<file path="src/rtl/rv_lsu.sv">
// rv_lsu: RV32I memory-stage load/store unit driving a req/gnt/rvalid data bus.
// Optional macro RV_LSU_ALIGN_CHECK_EN: trap misaligned accesses instead of force-aligning them.
module rv_lsu #(
    parameter int XLEN          = 32,
    parameter int DMEM_ADDR_BIT = 16
) (
    input  logic                     clk,
    input  logic                     rst_n,
    input  logic                     ex_valid_i,
    input  logic                     ex_we_i,
    input  logic [2:0]               ex_func3_i,
    input  logic [XLEN-1:0]          ex_addr_i,
    input  logic [XLEN-1:0]          ex_wdata_i,
    output logic                     lsu_stall_o,
    output logic                     lsu_rvalid_o,
    output logic [XLEN-1:0]          lsu_rdata_o,
    output logic                     lsu_err_o,
    output logic                     dmem_req_o,
    output logic                     dmem_we_o,
    output logic [3:0]               dmem_be_o,
    output logic [DMEM_ADDR_BIT-3:0] dmem_addr_o,
    output logic [31:0]              dmem_wdata_o,
    input  logic                     dmem_gnt_i,
    input  logic                     dmem_rvalid_i,
    input  logic [31:0]              dmem_rdata_i
);
    typedef enum logic [1:0] {IDLE, REQ, RESP} state_e;
    typedef enum logic [2:0] {
        F3_BYTE  = 3'd0,
        F3_HALF  = 3'd1,
        F3_WORD  = 3'd2,
        F3_BYTEU = 3'd4,
        F3_HALFU = 3'd5
    } func3_dmem_e;

    state_e                   state_reg, state_next;
    logic                     we_reg;
    logic [2:0]               func3_reg;
    logic [1:0]               off_reg;
    logic [DMEM_ADDR_BIT-3:0] addr_reg;
    logic [3:0]               be_reg;
    logic [31:0]              wdata_reg;
    logic                     rvalid_reg;
    logic [XLEN-1:0]          rdata_reg;

    logic                     is_byte, is_half, misaligned;
    logic [1:0]               off_eff;
    logic [3:0]               be_next;
    logic [31:0]              wdata_next;
    logic                     accept, done, load_done;
    logic [31:0]              shifted;
    logic [XLEN-1:0]          load_ext;
    logic                     unused_addr;

    assign unused_addr = ^ex_addr_i[XLEN-1:DMEM_ADDR_BIT];

    // func3 values 3, 6 and 7 fall through to word handling
    assign is_byte = (ex_func3_i == F3_BYTE) || (ex_func3_i == F3_BYTEU);
    assign is_half = (ex_func3_i == F3_HALF) || (ex_func3_i == F3_HALFU);

`ifdef RV_LSU_ALIGN_CHECK_EN
    assign misaligned = is_half ? ex_addr_i[0] : (!is_byte && (ex_addr_i[1:0] != 2'b00));
    assign off_eff    = ex_addr_i[1:0];
`else
    // Without the check, drop the low offset bits so the access is naturally aligned
    assign misaligned = 1'b0;
    assign off_eff    = is_byte ? ex_addr_i[1:0] : (is_half ? {ex_addr_i[1], 1'b0} : 2'b00);
`endif

    always_comb begin
        be_next    = 4'hF;
        wdata_next = ex_wdata_i;
        if (is_byte) begin
            be_next    = 4'b0001 << off_eff;
            wdata_next = {4{ex_wdata_i[7:0]}};
        end else if (is_half) begin
            be_next    = 4'b0011 << off_eff;
            wdata_next = {2{ex_wdata_i[15:0]}};
        end
    end

    always_comb begin
        state_next = state_reg;
        accept     = 1'b0;
        done       = 1'b0;
        load_done  = 1'b0;
        case (state_reg)
            IDLE: begin
                if (ex_valid_i) begin
                    if (misaligned) begin
                        done = 1'b1;
                    end else begin
                        accept     = 1'b1;
                        state_next = REQ;
                    end
                end
            end
            REQ: begin
                if (dmem_gnt_i) begin
                    if (we_reg) begin
                        done       = 1'b1;
                        state_next = IDLE;
                    end else begin
                        state_next = RESP;
                    end
                end
            end
            RESP: begin
                if (dmem_rvalid_i) begin
                    done       = 1'b1;
                    load_done  = 1'b1;
                    state_next = IDLE;
                end
            end
            default: state_next = IDLE;
        endcase
    end

    always_ff @(posedge clk or negedge rst_n) begin
        if (!rst_n) begin
            state_reg <= IDLE;
        end else begin
            state_reg <= state_next;
        end
    end

    // Bus-side request fields stay frozen from acceptance until the grant
    always_ff @(posedge clk or negedge rst_n) begin
        if (!rst_n) begin
            we_reg    <= 1'b0;
            func3_reg <= 3'd0;
            off_reg   <= 2'd0;
            addr_reg  <= '0;
            be_reg    <= 4'd0;
            wdata_reg <= 32'd0;
        end else if (accept) begin
            we_reg    <= ex_we_i;
            func3_reg <= ex_func3_i;
            off_reg   <= off_eff;
            addr_reg  <= ex_addr_i[DMEM_ADDR_BIT-1:2];
            be_reg    <= be_next;
            wdata_reg <= wdata_next;
        end
    end

    always_comb begin
        shifted = dmem_rdata_i >> {off_reg, 3'b000};
        case (func3_reg)
            F3_BYTE:  load_ext = {{24{shifted[7]}}, shifted[7:0]};
            F3_BYTEU: load_ext = {24'd0, shifted[7:0]};
            F3_HALF:  load_ext = {{16{shifted[15]}}, shifted[15:0]};
            F3_HALFU: load_ext = {16'd0, shifted[15:0]};
            default:  load_ext = shifted;
        endcase
    end

    always_ff @(posedge clk or negedge rst_n) begin
        if (!rst_n) begin
            rvalid_reg <= 1'b0;
            rdata_reg  <= '0;
        end else begin
            rvalid_reg <= load_done;
            if (load_done) begin
                rdata_reg <= load_ext;
            end
        end
    end

`ifdef RV_LSU_ALIGN_CHECK_EN
    logic err_reg;
    always_ff @(posedge clk or negedge rst_n) begin
        if (!rst_n) begin
            err_reg <= 1'b0;
        end else begin
            err_reg <= (state_reg == IDLE) && ex_valid_i && misaligned;
        end
    end
    assign lsu_err_o = err_reg;
`else
    assign lsu_err_o = 1'b0;
`endif

    assign lsu_stall_o  = ex_valid_i & ~done;
    assign lsu_rvalid_o = rvalid_reg;
    assign lsu_rdata_o  = rdata_reg;
    assign dmem_req_o   = (state_reg == REQ);
    assign dmem_we_o    = we_reg;
    assign dmem_be_o    = be_reg;
    assign dmem_addr_o  = addr_reg;
    assign dmem_wdata_o = wdata_reg;

endmodule

</file>
<file path="config.mk">
export PLATFORM = sky130hd
export DESIGN_NAME = rv_lsu
export DESIGN_NICKNAME = d
export VERILOG_FILES = /design/src/rtl/rv_lsu.sv
export SDC_FILE = /design/constraint.sdc
export NUM_CORES = 1
export LEC_CHECK = 0
export CORE_ASPECT_RATIO = 0.5
export CORE_UTILIZATION = 45
export CTS_CLUSTER_DIAMETER = 200
export DETAILED_ROUTE_END_ITERATION = 10
export PLACE_DENSITY = 0.85
export SLEW_MARGIN = 10
export SYNTH_ARGS = -nofsm -noshare
export SYNTH_HDL_FRONTEND = slang
export SYNTH_SLANG_ARGS = --single-unit
</file>
<file path="constraint.sdc">
create_clock -name clk -period 3.34 [get_ports clk]
set_clock_uncertainty 0.2 [all_clocks]
set_input_delay 0.668 -clock clk [delete_from_list [all_inputs] [get_ports clk]]
set_output_delay 0.668 -clock clk [all_outputs]
set_load 0.02 [all_outputs]
</file>
==> results by group, run 1 <==
CTS
  – Cts hold-fix bufs: 0
  – H-tree level count: 3
  – Clock slew at reported path FFs: 0.06 ns
  – Post-CTS sizing: 0
  – Longest Clk Path Bufs: 2
  – Total CTS buffers: 9
  – CTS tree: built
  – Clock root cell: clkbuf_16
  – # clock sinks: 91
  – Later-pin clock latency in the skew report: 0.33 ns
  – Setup Buffers After CTS: 0

STA
  – Final min period: 3.14 ns
  – Endpoints failing hold: 0
  – Final Slew Violations: 0
  – F_max: 0.319 GHz
  – Final WS setup: 0.202 ns
  – Max-slew headroom: 54.9%
  – Tightest Pin Transition: 0.677 ns
  – Setup TNS: 0 ns
  – Setup repair after global routing missed its margin: false
  – Fin crit share: 94.0%
  – Final setup vio count: 0

Route
  – 1st-iter DRT viols: 142
  – Routed WL: 11,500 um
  – Wire per inst: 16.4 um
  – Drt drc: 0
  – DRT Pass-1 Iters: 4
  – Via Count: 3,601
  – Antenna Nets Post-Route: 0
  – Vias per cell: 5.12

Finish
  – Fraction of layout cells with a size suffix above 1: 11.6%
  – Nets@finish: 675
  – Fillcell total: 732
  – N_diodes: 0
  – Synth-to-Final Area Change: 49.7%
  – Final instance area: 6590 sq um
  – Final core occ: 69.5%

Logic synthesis
  – Synth area leaders: dfrtp_1 52%, mux2i_1 9.3%, mux2_2 9.0%, nand2_1 3.2%, o22a_1 3.2%
  – Top-count cell post-synth: dfrtp_1
  – Asr flop ratio synth: 100%
  – Gate Count Post-Synth: 401
  – Sequential share of the synthesized area: 51.7%
  – Area leader, netlist: dfrtp_1
  – Post-synthesis cell type count: 38
  – Synth Cell Area: 4400 sq um
  – Register bit count reported by yosys: 91
  – Most instantiated cells after synthesis: 91 x dfrtp_1, 41 x mux2i_1, 38 x nand2_1, 35 x mux2_2
  – Ys flop type: dfrtp_1
  – Yosys warns: 0
  – Net Count, Synth: 512
  – Synth top area share: 51.7%
  – Mapped Avg Cell Area: 11.0 sq um
  – Number of synthesized flops with an enable pin: 0

Worst setup path
  – Worst Path Buf+Inv: 2
  – CP max stage delay: 0.64 ns
  – Crit. End Element: output pin
  – Family with the most delay on the worst path: buffers and inverters
  – Cell mode on critical path: clkdlybuf4s50_1
  – Worst R2R End: lsu_rdata_o[26]
  – CP cell instances: clkdlybuf4s50_1 -> and2_1 -> a31o_2 -> a21boi_0 -> clkdlybuf4s50_1
  – Startpoint Class: input port
  – Worst path arrival time: 2.27 ns
  – Reg2Reg Depth: 4
  – Setup Crit Path Kind: in2out
  – Maximum fanout along the worst path: 2
  – Worst path required time: 2.47 ns
  – CP max-delay cell: clkdlybuf4s50_1
  – R2r startpoint: off_reg[0]
  – Flop2flop setup slack: 0.95 ns

Floorplanning
  – Initial Utilization: 46.4%
  – Num ports: 192
  – Chip height: 71.9 um
  – Full die area: 10,200 sq um
  – Std-Cell Rows: 25
  – Core area: 9480 sq um
  – Die Width: 142 um

Placed design
  – Port Buffers: 174
  – Final GP Congestion: 0.810
  – Hpwl dp: 8180 um
  – DP Worst Slack: 0.226 ns
  – Area of placed instances: 6250 sq um

Power and ir drop
  – Leak Pwr: 2.77 nW
  – Power Total: 6.28 mW
  – Pwr/cell area: 953 nW/um^2
  – Max VDD drop: 0.000578 V

GRT
  – Overflow after GRT: 0
  – Largest net degree at the start of global routing: 86
  – First-pass GRT wire length: 18,400 um
  – Initial antenna violation count: 0
  – GRT Overall Usage: 23.5%
  – Vias in the first global route: 3,620

Status
  – Status: complete, no violations

Flow run
  – Maxcap violations: 0

Min path
  – HP Class: in2async
logic make-up (layout without fill, tap and decap cells):
group	Yosys count	in the layout	share of synthesized area, %
DFF	91	91	51.7
buffers and inverters	37	205	3.98
other	1	1	0.0852
muxes	76	76	18.3
adders and majority gates	6	6	1.71
and+or+nand+nor	94	94	9.72
AOI/OAI and AO/OA	96	96	14.5
how the worst max path moves through the flow:
| stage | startpoint | end | depth (start not counted) |
|---|---|---|---|
| after floorplan | dmem_rvalid_i | lsu_stall_o | 4 |
| after global placement | dmem_rvalid_i | lsu_stall_o | 5 |
| after detailed placement | dmem_rvalid_i | lsu_stall_o | 5 |
| after CTS | dmem_rvalid_i | lsu_stall_o | 5 |
| after global routing | state_reg[0] | lsu_stall_o | 6 |
| final | dmem_rvalid_i | lsu_stall_o | 5 |
worst register-to-register path, cell delays in order, from the launching register on:
cell and delay (ns):
dfrtp_1 0.74, mux2i_1 0.38, a221o_1 0.45, o21ai_4 0.25, o22a_1 0.26
layer usage:
metal	share of wire, %	up-vias	GRT usage, %	wire length [um]
li1	-	1740	-	-
met2	50	97	40.9	5730
met4	1.1	0	6.09	121
met1	44	1752	28.5	5070
met5	0	-	0	0
met3	5.2	12	7.59	594
metrics by stage:
| stage | hold WS (ns) | instances |
|---|---|---|
| after detailed placement | 0.269 | 688 |
| after floorplan | 0.172 | 401 |
| final | 0.167 | 704 |
| after global placement | 0.260 | 688 |
| after global routing | 0.210 | 704 |
| after CTS | 0.187 | 704 |
cells in the final DEF, fill, tap and decap left out, drive strengths merged, types with 9 or more instances in the layout:
cell type and n:
a211oi 9, a21oi 23, and2 10, buf 10, clkbuf 11, clkdlybuf4s50 173
dfrtp 91, mux2 35, mux2i 41, nand2 38, nor2 28, nor2b 11
o21ai 29, o22a 16
report_power, final:
group	internal (mW)	switching, mW
clock network	0.699	0.419
registers	1.65	0.333
logic	1.59	1.59
total	3.93	2.34
cell type report:
type / count / area (sq um) / share of cell area (%)
clock buffer: 11 / 253 / 3.84
sequential: 91 / 2280 / 34.6
clock inverter: 5 / 83.8 / 1.27
timing repair buffer: 183 / 1830 / 27.8
multi-input combinational: 273 / 1950 / 29.6
tap: 135 / 169 / 2.56
inverter: 6 / 22.5 / 0.342
(Power assumes the default switching activity.)
==> run 2, diff against run 1 <==
- GPL_ROUTABILITY_DRIVEN: unset -> 1
==> results of run 2 <==
The final DEF is identical to that of run 1; final timing and power are the same.
==> variant 1, RTL diff (config.mk and constraints of run 2) <==
Set the parameter `DMEM_ADDR_BIT` to 24 (it was 16).
--- a/src/rtl/rv_lsu.sv
+++ b/src/rtl/rv_lsu.sv
@@ -3,5 +3,5 @@
 module rv_lsu #(
     parameter int XLEN          = 32,
-    parameter int DMEM_ADDR_BIT = 16
+    parameter int DMEM_ADDR_BIT = 24
 ) (
     input  logic                     clk,
Interface: changed (resized dmem_addr_o); port bits go from 192 to 200. No check against the original RTL was run, so the function may have changed too.
==> variant 1 against run 2 <==
  * Wire length increased by 4.3%
  * Setup slack improved by 0.021 ns
  * Core utilization increased by 1.9 points
  * Largest cell class unchanged
  * Cell area increased by 6.1%
  * Synthesized area increased by 6.7%
  * Sequential cell count increased by 8
  * Power increased by 4.3%
  * Global-route usage decreased by 0.74 points
  * Via count increased by 6.2%
  * Die area increased by 6.6%
  * Sequential share of layout area increased by 0.87 points
==> variant 1: results (changes against run 2) <==
Routing
The starting DRC count in detailed routing is 121 (-15%). The post-detailed-routing wire length was 12010 um (+4.3%). The highest layer used for signal routing is met4. The met2 wire length is 5960 um (+4.0%).

The mean routed wirelength per cell was 16.27 um (-0.52%). The number of vias per cell came to 5.184 (+1.4%). The length of routed wiring on met1 is 5243 um (+3.4%). The met3 wire length is 710 um (+20%).

Synthesis
The multiplexer area fraction after synthesis is 0.1905 (+0.007637). The fraction of the mapped netlist area in adder cells came to 0.01598 (-0.001077). Ranked by total cell area, the synthesized netlist is headed by sky130_fd_sc_hd__dfrtp_1 53%, sky130_fd_sc_hd__mux2_2 10%, sky130_fd_sc_hd__mux2i_1 8.7%.

The gate count after technology mapping is 418 (+4.2%). The sequential area share after synthesis is 0.5274 (+0.009951). The post-synth net total was 529 (+3.3%).

Ranked by instance count, the synthesized netlist is headed by 99 x sky130_fd_sc_hd__dfrtp_1, 43 x sky130_fd_sc_hd__mux2_2, 41 x sky130_fd_sc_hd__mux2i_1, 38 x sky130_fd_sc_hd__nand2_1.

Timing
The max-slew headroom at the worst pin is 0.4067 (-0.1422).

Place
The number of placed instances with taps included came to 722 (+4.9%). The half-perimeter wire length after detailed placement is 8692 um (+6.3%). The count of buffers inserted at the top-level ports is 190 (+9.2%). The global placer's final weighted congestion came to 0.8248 (+1.8%). The pre-CTS worst setup slack is 0.2232 ns (-0.002968 ns).

The placed cell area is 6709 um2 (+7.3%).

Power
The internal power contribution is 4.066 mW (+3.3%). The switching power is 2.479 mW (+5.8%). The static leakage is 2.937 nW (+6.1%). The power of the sequential group is 2.16 mW (+9%). The worst voltage drop across the vdd grid is 0.4809 mV (-17%). The part of the total power dissipated in combinational logic is 0.520 (+0.014).

Layout
The fraction of layout instances using a drive strength above 1 is 0.1227 (+0.006727). The net count of the finished layout was 709 (+5.0%).

GRT
The largest net degree at the start of global routing came to 84 (-2.3%). The global-route track usage on met1 is 0.2730 (-0.01230). The wire length of the first global-routing pass is 19240 um (+4.7%). The number of global-route vias before repair is 3846 (+6.2%). The all-layer global routing usage is 0.2274 (-0.007440). The global routing met2 resource utilization is 0.4175 (+0.008046). The fraction of met3 tracks used by global routing was 0.06196 (-0.01394).

Clocking
The clock-pin slew reported for the worst setup and hold paths after clock tree synthesis is 0.06 ns (about the same).

Status
The run finished with clean final reports.

Critical path
Grouping stages by cell kind, the critical path spends the most delay in buffers and inverters. The arrival time reported for the critical path endpoint is 2.25 ns (-0.02 ns).
variant 1: changes by cell type after synthesis, sizes merged:
cell	delta
clkbuf	-2
mux2	+8
dfrtp	+8
buf	+3
variant 1: final timing paths:
path | end | slack (ns) | cells after the start
max in group asynchronous | lsu_rdata_o[17]$_DFFE_PN0P_ | 2.05 | 2
hold / removal | dmem_addr_o[13]$_DFFE_PN0P_ | 0.20 | 1
hold reg to reg | dmem_wdata_o[12]$_DFFE_PN0P_ | 0.29 | 2
min in group clk | dmem_wdata_o[12]$_DFFE_PN0P_ | 0.29 | 2
setup / recovery | lsu_stall_o | 0.22 | 5
setup reg to reg | lsu_rdata_o[20]$_DFFE_PN0P_ | 1.01 | 4
variant 1: area by class of cell:
type | count | area [um2]
Timing Repair Buffer | 201 | 1994
Tap cell | 135 | 168.9
Multi-Input combinational cell | 281 | 2046
Sequential cell | 99 | 2477
Clock buffer | 13 | 260.3
Fill cell | 739 | 2799
Inverter | 6 | 22.52
Clock inverter | 3 | 22.52
==> variant 2, RTL diff (settings of run 2) <==
Made on the original files. The 3 states of `state_e` get a one-hot encoding in 3 bits.
--- a/src/rtl/rv_lsu.sv
+++ b/src/rtl/rv_lsu.sv
@@ -25,5 +25,5 @@
     input  logic [31:0]              dmem_rdata_i
 );
-    typedef enum logic [1:0] {IDLE, REQ, RESP} state_e;
+    typedef enum logic [2:0] {IDLE = 3'b001, REQ = 3'b010, RESP = 3'b100} state_e;
     typedef enum logic [2:0] {
         F3_BYTE  = 3'd0,
Function: same outputs for any inputs over 4 cycles, from zero or initial values and one cycle with rst_n low; so few cycles prove little.
==> variant 2 against run 2 <==
  * Maximum frequency is 7.7% higher
  * Die area up 1.4%
  * Wire length grew 9.2%
  * Synthesized area rose by 1.4%
  * Sequential cell count grew 1
  * Non-clock buffer count increased by 2
  * Power shrank 4.1%
  * Cell area grew 0.85%
  * Setup slack improved by 0.22 ns
  * Global-route usage grew 1.3 points
  * Count of clock-buffer cells in the layout down 1
  * Highest routed layer unchanged
==> variant 2: results (changes against run 2) <==
Routing
The vias after detailed routing was 4027 (+12%). The met2 wire length is 6251 um (+9.1%). The met3 wire length is 712 um (+20%). The starting DRC count in detailed routing is 203 (+43%).

The mean routed wirelength per cell is 16.21 um (-0.90%). The length of routed wiring on met1 was 5412 um (+6.8%). The number of vias per cell is 5.189 (+1.5%).

Critical path
The number of cells on the worst reg-to-reg path is 4 (unchanged). The endpoint of the lowest-slack register-to-register path is lsu_rdata_o[22]$_DFFE_PN0P_. The flop-to-flop setup slack is 1.28 ns (+0.33 ns).

Timing
The slew at the pin closest to its max-slew limit was 0.6976 ns (+0.02087 ns). The minimum period implied by the final worst setup slack is 2.914 ns (-0.2236 ns).

Layout
The net count of the finished layout was 744 (+10%). The fraction of layout instances using a drive strength above 1 is 0.07176 (-0.04423). The total of fill cells in the finished design is 724 (-1.1%).

GRT
The number of global-route vias before repair came to 3901 (+7.8%). The wire length of the first global-routing pass was 19460 um (+5.9%). The largest net degree at the start of global routing came to 77 (-10%).

The all-layer global routing usage was 0.2474 (+0.01252).

Synthesis
The multiplexer area fraction after synthesis is 0.1147 (-0.06813). Counting instances in the post-synthesis netlist gives the leading cell types as 141 x sky130_fd_sc_hd__nand2_1, 91 x sky130_fd_sc_hd__dfrtp_1, 41 x sky130_fd_sc_hd__mux2i_1, 34 x sky130_fd_sc_hd__nor2_1, 33 x sky130_fd_sc_hd__o21ai_0. The post-synth net total was 578 (+13%). Yosys attributes the largest share of cell area to sky130_fd_sc_hd__dfrtp_1 51%, sky130_fd_sc_hd__nand2_1 12%, sky130_fd_sc_hd__mux2i_1 9.2%. The distinct cell type count of the synthesized netlist is 44 (+16%).

Place
The number of placed instances with taps included is 761 (+11%). The pre-CTS worst setup slack is 0.4215 ns (+0.1954 ns). The half-perimeter wire length after detailed placement came to 8853 um (+8.3%). The global placer's final weighted congestion came to 0.8172 (+0.86%).

Status
The run finished with clean final reports.

Power
The static leakage came to 2.973 nW (+7.4%).

Clocking
The number of H-tree levels was 3 (unchanged).
-- variant 2: routing by layer --
metal  GRT usage  vias up
met5           0        -
met4     0.08961        0
met3     0.06205       17
met2      0.4248      130
met1      0.3069     1952
li1            -     1928
-- variant 2: worst min-delay path by stage --
| stage | startpoint | end | slack [ns] | cells past startpoint |
|---|---|---|---|---|
| after CTS | rst_n | lsu_rdata_o[27]$_DFFE_PN0P_ | 0.10 | 1 |
| after global routing | rst_n | lsu_rdata_o[28]$_DFFE_PN0P_ | 0.13 | 1 |
| after global placement | dmem_wdata_o[3]$_DFFE_PN0P_ | dmem_wdata_o[3]$_DFFE_PN0P_ | 0.26 | 2 |
| after floorplan | rst_n | dmem_addr_o[0]$_DFFE_PN0P_ | 0.17 | 0 |
| after detailed placement | dmem_addr_o[0]$_DFFE_PN0P_ | dmem_addr_o[0]$_DFFE_PN0P_ | 0.26 | 2 |
| final | rst_n | lsu_rdata_o[27]$_DFFE_PN0P_ | 0.08 | 1 |
-- variant 2: report_power, final --
group	switching (mW)	internal, mW	total, mW
Clock	0.413	0.745	1.16
Combinational	1.54	1.35	2.89
Sequential	0.347	1.63	1.97
-- variant 2: kinds of logic (layout without fill, tap and decap cells) --
kind of cell / count (synthesis) / count (layout)
and+or+nand+nor: 195 / 195
AOI/OAI and AO/OA: 99 / 99
DFF: 92 / 92
muxes: 49 / 49
buffers and inverters: 33 / 203
adders and majority gates: 2 / 2
other: 1 / 1
-- variant 2: layout make-up --
class | count | share of cell area
Sequential cell | 92 | 0.3467
Clock inverter | 5 | 0.01507
Tap cell | 135 | 0.02542
Inverter | 3 | 0.001695
Timing Repair Buffer | 185 | 0.2780
Clock buffer | 10 | 0.03597
Multi-Input combinational cell | 346 | 0.2972
